### config.mk
export PLATFORM = sky130hd
export DESIGN_NAME = spi_master_nch
export DESIGN_NICKNAME = d
export VERILOG_FILES = /design/src/rtl/spi_master_nch.sv
export SDC_FILE = /design/constraint.sdc
export NUM_CORES = 1
export LEC_CHECK = 0
export ABC_AREA = 1
export BUFFER_PORTS_ARGS = -buffer_cell sky130_fd_sc_hd__buf_2
export CORE_ASPECT_RATIO = 0.6
export CORE_MARGIN = 10
export CORE_UTILIZATION = 53
export CTS_BUF_LIST = sky130_fd_sc_hd__clkbuf_16
export CTS_CLUSTER_DIAMETER = 60
export CTS_CLUSTER_SIZE = 20
export DETAILED_ROUTE_END_ITERATION = 16
export PLACE_DENSITY = 0.78
export SKIP_LAST_GASP = 1
export SYNTH_ARGS = -nofsm -noshare
export SYNTH_HDL_FRONTEND = slang
export SYNTH_SLANG_ARGS = --single-unit
### constraint.sdc
create_clock -name clk -period 2.37 [get_ports clk]
set_clock_uncertainty 0.2 [all_clocks]
set_input_delay 0.1185 -clock clk [delete_from_list [all_inputs] [get_ports clk]]
set_output_delay 0.1185 -clock clk [all_outputs]
set_load 0.01 [all_outputs]
### src/rtl/spi_master_nch.sv
// SPI master with N slave selects, runtime CPOL/CPHA/bit order, programmable
// half-period divisor and an optional select hold between frames.
module spi_master_nch #(
  parameter int DATA_W = 8,
  parameter int NUM_SS = 4,
  parameter int DVSR_W = 16
) (
  input  logic                                       clk,
  input  logic                                       reset,
  input  logic [DVSR_W-1:0]                          dvsr,
  input  logic [DATA_W-1:0]                          tx_data,
  input  logic [((NUM_SS > 1) ? $clog2(NUM_SS) : 1)-1:0] ss_sel,
  input  logic                                       start,
  input  logic                                       cpol,
  input  logic                                       cpha,
  input  logic                                       lsb_first,
  input  logic                                       hold_ss,
  input  logic                                       ss_release,
  input  logic                                       miso,
  output logic [DATA_W-1:0]                          rx_data,
  output logic                                       ready,
  output logic                                       done_tick,
  output logic                                       spi_clk,
  output logic                                       mosi,
  output logic [NUM_SS-1:0]                          ss_n,
  output logic [2:0]                                 state_dbg
);

  localparam int SS_W = (NUM_SS > 1) ? $clog2(NUM_SS) : 1;
  localparam int BC_W = $clog2(DATA_W);

  typedef enum logic [2:0] {
    IDLE  = 3'd0,
    LEAD  = 3'd1,
    P1    = 3'd2,
    P2    = 3'd3,
    TRAIL = 3'd4
  } state_t;

  state_t            state, state_n;
  logic [DVSR_W-1:0] cnt, cnt_n, dvsr_q, dvsr_n;
  logic [BC_W-1:0]   bit_cnt, bit_cnt_n;
  logic [DATA_W-1:0] tx_sh, tx_sh_n, rx_sh, rx_sh_n;
  logic              cpol_q, cpol_n, cpha_q, cpha_n, lsb_q, lsb_n, hold_q, hold_n;
  logic [SS_W-1:0]   sel_q, sel_n, held_idx, held_idx_n;
  logic              held, held_n;
  logic              last;
  logic              done_n, spi_clk_n, mosi_n;
  logic [NUM_SS-1:0] ss_n_n;

  // Active-low one-cold mask; an out-of-range index selects nothing.
  function automatic logic [NUM_SS-1:0] sel_mask(input logic [SS_W-1:0] idx);
    sel_mask = '1;
    for (int i = 0; i < NUM_SS; i++) begin
      if (idx == SS_W'(i)) sel_mask[i] = 1'b0;
    end
  endfunction

  assign ready     = (state == IDLE);
  assign state_dbg = state;
  assign last      = (cnt == dvsr_q);

  always_comb begin
    state_n    = state;
    cnt_n      = cnt;
    dvsr_n     = dvsr_q;
    bit_cnt_n  = bit_cnt;
    tx_sh_n    = tx_sh;
    rx_sh_n    = rx_sh;
    cpol_n     = cpol_q;
    cpha_n     = cpha_q;
    lsb_n      = lsb_q;
    hold_n     = hold_q;
    sel_n      = sel_q;
    held_n     = held;
    held_idx_n = held_idx;

    if (state != IDLE) cnt_n = last ? '0 : cnt + DVSR_W'(1);

    case (state)
      IDLE: begin
        if (start) begin
          dvsr_n    = dvsr;
          tx_sh_n   = tx_data;
          cpol_n    = cpol;
          cpha_n    = cpha;
          lsb_n     = lsb_first;
          hold_n    = hold_ss;
          sel_n     = ss_sel;
          cnt_n     = '0;
          bit_cnt_n = '0;
          // The held line is taken over by the frame's own select from here on.
          held_n    = 1'b0;
          state_n   = (held && (ss_sel == held_idx)) ? P1 : LEAD;
        end else if (ss_release) begin
          held_n = 1'b0;
        end
      end
      LEAD: begin
        if (last) state_n = P1;
      end
      P1: begin
        if (last) begin
          state_n = P2;
          rx_sh_n = lsb_q ? {miso, rx_sh[DATA_W-1:1]} : {rx_sh[DATA_W-2:0], miso};
        end
      end
      P2: begin
        if (last) begin
          if (bit_cnt == BC_W'(DATA_W - 1)) begin
            state_n = TRAIL;
          end else begin
            state_n   = P1;
            bit_cnt_n = bit_cnt + BC_W'(1);
            tx_sh_n   = lsb_q ? (tx_sh >> 1) : (tx_sh << 1);
          end
        end
      end
      TRAIL: begin
        if (last) begin
          state_n    = IDLE;
          held_n     = hold_q;
          held_idx_n = sel_q;
        end
      end
      default: state_n = IDLE;
    endcase
  end

  // Output pins are computed from next-cycle values so they are plain flops.
  always_comb begin
    done_n = (state_n == TRAIL) && (cnt_n == dvsr_n);
    case (state_n)
      P1:      spi_clk_n = cpol_n ^ cpha_n;
      P2:      spi_clk_n = ~(cpol_n ^ cpha_n);
      IDLE:    spi_clk_n = cpol;
      default: spi_clk_n = cpol_n;
    endcase
    mosi_n = 1'b0;
    if (state_n != IDLE) mosi_n = lsb_n ? tx_sh_n[0] : tx_sh_n[DATA_W-1];
    ss_n_n = '1;
    if (state_n != IDLE) ss_n_n = sel_mask(sel_n);
    else if (held_n)     ss_n_n = sel_mask(held_idx_n);
  end

  always_ff @(posedge clk) begin
    if (reset) begin
      state     <= IDLE;
      cnt       <= '0;
      dvsr_q    <= '0;
      bit_cnt   <= '0;
      tx_sh     <= '0;
      rx_sh     <= '0;
      cpol_q    <= 1'b0;
      cpha_q    <= 1'b0;
      lsb_q     <= 1'b0;
      hold_q    <= 1'b0;
      sel_q     <= '0;
      held      <= 1'b0;
      held_idx  <= '0;
      rx_data   <= '0;
      done_tick <= 1'b0;
      spi_clk   <= 1'b0;
      mosi      <= 1'b0;
      ss_n      <= '1;
    end else begin
      state     <= state_n;
      cnt       <= cnt_n;
      dvsr_q    <= dvsr_n;
      bit_cnt   <= bit_cnt_n;
      tx_sh     <= tx_sh_n;
      rx_sh     <= rx_sh_n;
      cpol_q    <= cpol_n;
      cpha_q    <= cpha_n;
      lsb_q     <= lsb_n;
      hold_q    <= hold_n;
      sel_q     <= sel_n;
      held      <= held_n;
      held_idx  <= held_idx_n;
      // rx_data becomes valid together with done_tick.
      if (done_n) rx_data <= rx_sh_n;
      done_tick <= done_n;
      spi_clk   <= spi_clk_n;
      mosi      <= mosi_n;
      ss_n      <= ss_n_n;
    end
  end

endmodule

==> results of run 1 <==
synthesized netlist by cell type (all sizes together), types with 2 or more instances:
master,instances
or2,3
xnor2,2
clkbuf,11
mux2i,2
o21a,3
a22oi,5
nand3,49
inv,88
dfxtp,78
nand4,11
nor3,6
ha,3
buf,13
xor2,6
o21ai,48
nand2,201
nor2,116
o211ai,5
a21oi,22
metal layers:
| layer | vias to the layer above | wire, microns | GRT usage (%) |
|---|---|---|---|
| met3 | 46 | 1570 | 5.99 |
| met2 | 297 | 6880 | 34.2 |
| met1 | 2383 | 6410 | 28.8 |
| li1 | 2467 | - | - |
| met4 | 0 | 358 | 6.99 |
| met5 | - | 0 | 0 |
path summary, 6_finish.rpt:
check        startpoint    endpoint  depth (start not counted)
max              cnt[1]  rx_data[5]                         20
min               reset   done_tick                          2
max reg2reg      cnt[1]  rx_data[5]                         20
min reg2reg  bit_cnt[1]  bit_cnt[1]                          2
worst max-delay path: stages, from the launching register on:
cell and delay (ns):
dfxtp_2 0.36, buf_6 0.11, inv_2 0.02, nand2_1 0.04
nand2_1 0.06, nor2_1 0.10, nand2_1 0.12, nor2_4 0.17
buf_6 0.14, nand2_8 0.08, nand2_8 0.09, nand2_4 0.05
nor2_4 0.12, nand2_2 0.09, nor2_2 0.13, nand2_2 0.08
nor2_4 0.16, buf_6 0.13, buf_12 0.13, a21oi_2 0.06
nor2_1 0.14
kinds of logic after synthesis:
group / count (synthesis)
multiplexers: 2
adder cells (fa/ha/maj): 3
flip-flops: 78
AO/OA/AOI/OAI: 88
AND/OR/NAND/NOR: 387
XOR/XNOR: 8
buffers and inverters: 112
power groups by stage:
stage | combinational [uW] | clock, uW | sequential, uW
after global routing | 983 | 1340 | 1430
after detailed placement | 745 | 0 | 1450
final | 898 | 1280 | 1420
after CTS | 835 | 1280 | 1420
after global placement | 728 | 0 | 1440
after floorplan | 470 | 0 | 1450
sequential cells by signal (all words and copies together), names as in the netlist, 2 cells and up:
name and cells:
cnt 16, dvsr_q 16, rx_data 8, rx_sh 8
tx_sh 8, ss_n 4, bit_cnt 3, state_dbg 3
held_idx 2, sel_q 2
repair_timing:
item                       4_1_cts  5_1_grt
gates resized for setup         37       47
gates cloned                     3        0
setup buffers                   13        4
hold endpoints to repair        29        0
hold buffers                    29        0
pin swaps                       15       21
setup endpoints to repair       15       18
area by class of cell:
class	instances	area, sq um
clock buffers	9	225
clock inverters	7	42.5
fillers	560	1700
inverters	88	330
multi-input cells	489	2600
flip-flops and latches	78	1580
well taps	108	135
repair buffers	178	1400
per-stage QoR:
stage               hold WS (ns)  utilization, %  TNS (ns)  total power [uW]  worst slack, ns
finish                   0.00696            78.8     -2.54              3600           -0.298
global placement           0.161            66.8     -2.37              2170           -0.198
CTS                      0.00143            77.1     -1.03              3530           -0.128
global route              0.0267            78.8     -5.20              3750           -0.461
detailed placement         0.159            66.8     -2.71              2190           -0.246
floorplan                0.00245               -         0              1920           0.0309
==> out/results.ini, run 1 <==
[run_status]
status=finished with violations
violations=negative setup slack

[sta]
fin_ws_ns=-0.298
fmax_ghz=0.375
tightest_slew_ns=0.696
maxSlewHeadroom_pct=53.1
finalMaxSlewViolations=0
rsz0062_at_grt=yes
timing.final.crit_share_pct=113
final-hold-violation-count=0
fin_crit_ns=2.67
finalSetupViolCount=13

[place]
place_inst=894
port_buffers=53
dp_hpwl_mm=9.76
place_congestion=0.918
placed_cell_area_sq_um=5350

[logic_synthesis]
synthArstFlopShare_pct=0
syn_area_per_cell_sq_um=6.53
synth_top_family_by_area=simple AND/OR/NAND/NOR gates
yosysUniqueCellTypes=39
synth.ff_latch_count=78
synth_area_sq_um=4430
synthMuxAreaShare_pct=0.452
synth-xor-area-share_pct=1.58
synthAdderAreaFrac_pct=0.848
synthSimpleGateAreaFrac_pct=39.3
synth_cells=678
synth_seq_area_share_pct=35.3
synth.area.top_cells=dfxtp_1 35%, nand2_1 16%, nor2_1 8.6%, inv_1 6.4%, nand3_1 4.3%
synth_nets=716
yosysTopAreaCellShare_pct=35.3
synth_edf_count=0
synth_compound_area_share_pct=11.8
netlist.top_cell.by_area=dfxtp_1
ys.flop_type=dfxtp_1
yosysWarnings=0

[floorplanning]
start_util_pct=55.3
die_h_microns=90.8
io_pins=54
fp-row-count=25
core_area_sq_um=8010
die_w_microns=138
dieArea_sq_um=12500

[global_route]
grt_pass1_wl_mm=23.2
grtUsageTotal_pct=22.0
overflow=0
antenna_found_initial=0
grt_pass1_vias=4776
grt_max_degree=39

[clock_network]
clockBufferDepth=2
cts_buffers=9
cts.sinks=78
cts_tree=built
clkTransAtPathRegs_ns=0.06
ctsRootBufferMaster=clkbuf_16
ctsHtreeMaxLevel=3
insertion_delay_ns=0.35

[worst_setup_path]
cp.required_ns=2.44
critPathCaptureType=flop
rrSetupSlack_ns=-0.30
crit_type=flop to flop
arrival_ns=2.74
cp_max_fo=8
crit_path_start_kind=flop

[power]
vdd_ir_drop_max_mv=0.353
pwr-share-comb_pct=25.0
clock_power_share_pct=35.5
net-switching-power_uw=1150
internal_power_uw=2440
pwr-share-seq_pct=39.5
p_leak_uw=0.00304
cellPowerDensity_nw_per_um2=570
switching_share_pct=32.0

[route]
drcViolationCount=0
dr.pass1.iters=5
postRouteAntennaNets=0
totalWireLength_mm=15.2
drt_iter0_drc=619
vias_per_cell=5.43
wire_per_inst_microns=15.9
num_vias=5193

[finish]
drive_above_1_share_pct=31.6
layout_common_cells=185 x nand2_1, 91 x nor2_1, 80 x buf_4
postLayoutCellArea_sq_um=6310
area.growth.synth_to_final_pct=42.5
layout_commonest_cell=nand2_1
antennaDiodeCount=0
nNetsFinal=882
final_cells=957

[flow_run]
drv_cap=0

[hold_path]
hp-class=input pin to flop

(Power assumes the default switching activity.)
==> run 2, diff against run 1 <==
--- a/config.mk
+++ b/config.mk
@@ -9,12 +9,12 @@
 export BUFFER_PORTS_ARGS = -buffer_cell sky130_fd_sc_hd__buf_2
 export CORE_ASPECT_RATIO = 0.6
 export CORE_MARGIN = 10
-export CORE_UTILIZATION = 53
-export CTS_BUF_LIST = sky130_fd_sc_hd__clkbuf_16
+export CORE_UTILIZATION = 55
+export CTS_BUF_LIST = sky130_fd_sc_hd__clkbuf_8
 export CTS_CLUSTER_DIAMETER = 60
 export CTS_CLUSTER_SIZE = 20
 export DETAILED_ROUTE_END_ITERATION = 16
-export PLACE_DENSITY = 0.78
+export PLACE_DENSITY = 0.8
 export SKIP_LAST_GASP = 1
 export SYNTH_ARGS = -nofsm -noshare
 export SYNTH_HDL_FRONTEND = slang
==> out/results.ini, run 2 (same netlist as run 1, synthesis figures left out) <==
[power]
vdd_ir_drop_max_mv=0.478
clock_power_share_pct=29.2
power_uw=3400
pwr-share-comb_pct=28.8
cellPowerDensity_nw_per_um2=528
internal_power_uw=2270
switching_share_pct=33.1
p_leak_uw=0.00306
pwr-share-seq_pct=42.0
net-switching-power_uw=1120

[global_route]
use_met1_pct=29.1
grt_pass1_wl_mm=22.8
grt.busiest_layer=met2
grt_pass1_vias=4795
gr-usage-met3_pct=6.68
antenna_found_initial=0
use_met2_pct=38.4
overflow=0
grtUsageTotal_pct=23.6
grt_max_degree=27

[route]
num_vias=5313
dr.pass1.iters=7
wire_per_inst_microns=17.0
vias_per_cell=5.53
drcViolationCount=0
drt_iter0_drc=746
totalWireLength_mm=16.3
postRouteAntennaNets=0

[clock_network]
cts_tree=built
insertion_delay_ns=0.38
cts_buffers=9
clockBufferDepth=2
ctsHtreeMaxLevel=3
cts.sinks=78
clkTransAtPathRegs_ns=0.09
ctsRootBufferMaster=clkbuf_8

[finish]
area.growth.synth_to_final_pct=45.4
num-fill-cells=483
layout_commonest_cell=nand2_1
nNetsFinal=887
antennaDiodeCount=0
top_regs=cnt (16), dvsr_q (16)
drive_above_1_share_pct=35.1
final_cells=961
layout_common_cells=172 x nand2_1, 91 x nor2_1, 78 x buf_4

[floorplanning]
core_area_sq_um=7850
die_h_microns=89.5
fp-row-count=25
die_w_microns=136
dieArea_sq_um=12200
start_util_pct=56.4
io_pins=54

[hold_path]
min_path_cells=5
min_to=rx_sh[0]
hp-class=input pin to flop
worstHoldStart=miso

[sta]
finalMaxSlewViolations=0
maxSlewHeadroom_pct=57.6
timing.final.crit_share_pct=118
fmax_ghz=0.358
fin_ws_ns=-0.425
final-hold-violation-count=0
tightest_slew_ns=0.636
finalSetupViolCount=23
rsz0062_at_grt=yes
fin_crit_ns=2.79

[place]
place_congestion=0.962
place_inst=888
port_buffers=53
dp_hpwl_mm=9.68

[worst_setup_path]
cp.required_ns=2.43
ff2ff_path_depth=19
reg2reg_from=dvsr_q[8]
r2r-end=rx_data[1]
crit_path_cell_trace=inv_1 > nand2_1 > nand2_1 > nor2_2 > nand2_2 > nor2_4 > buf_6 > nand2_8 > nand2_4 > nand2_4 > nor2_4 > nand2_2 > nor2_2 > nand2_2 > nor2_4 > clkbuf_16 > nand3_1 > nand2_1 > nor2_1
arrival_ns=2.86
crit_type=flop to flop
slowest_stage=dfxtp_1
crit_path_start_kind=flop
rrSetupSlack_ns=-0.42
max_stage_delay_ns=0.37
cp_max_fo=8
critPathCaptureType=flop

[flow_run]
drv_cap=0

[run_status]
violations=negative setup slack
status=finished with violations

## run 2: per-layer routing
layer  share of wire, %  vias up  wire length, microns
li1                   -     2479                     -
met1                 40     2441                  6590
met2                 45      327                  7410
met4                3.7        0                   603
met3                 11       66                  1730
met5                  0        -                     0
## run 2: how the worst max path moves through the flow
stage               cells after the start    endpoint  slack [ns]  startpoint
floorplan                              16  rx_data[6]        0.03      cnt[1]
global placement                       15  rx_data[6]       -0.13      cnt[0]
CTS                                    19  rx_data[4]       -0.12      cnt[0]
global route                           19  rx_data[1]       -0.55   dvsr_q[8]
finish                                 19  rx_data[1]       -0.42   dvsr_q[8]
detailed placement                     15  rx_data[3]       -0.21      cnt[0]
## run 2: cell type report
type | instances | area, sq um | area share (%)
clock buffers | 13 | 179 | 2.78
clock inverters | 2 | 15.0 | 0.233
flip-flops and latches | 78 | 1590 | 24.7
repair buffers | 183 | 1510 | 23.5
inverters | 88 | 333 | 5.17
well taps | 108 | 135 | 2.10
multi-input cells | 489 | 2670 | 41.5
## run 2: repair_timing
| action | CTS | global route |
|---|---|---|
| pin swaps | 10 | 44 |
| endpoints found under the setup margin | 15 | 19 |
| hold buffers | 34 | 0 |
| gates resized for setup | 37 | 74 |
| endpoints found under the hold margin | 38 | 0 |
| cloned | 4 | 3 |
| setup buffers | 11 | 8 |
## run 2: per-stage QoR
stage               setup TNS [ns]  utilization, %  cell area [sq um]  hold slack [ns]  worst slack [ns]
CTS                          -1.19            78.0               6120           0.0193            -0.118
floorplan                        0               -               4430          0.00245            0.0309
global route                 -8.77            82.0               6440           0.0928            -0.550
detailed placement           -1.86            67.4               5290            0.169            -0.213
finish                       -4.92            82.0               6440           0.0665            -0.425
global placement             -1.26            67.4               5290            0.164            -0.132
## run 2: worst max-delay path, delay by kind of cell, from the launching register on
family        cells  cell delay, ns
flops             1            0.37
simple gates     16            1.69
buf+inv           3            0.42
## run 2: power by group through the flow
stage               sequential [uW]  combinational [uW]  clock (uW)
global route                   1430                1050        1060
CTS                            1420                 837         988
global placement               1440                 712           0
floorplan                      1450                 470           0
finish                         1430                 980         992
detailed placement             1450                 728           0
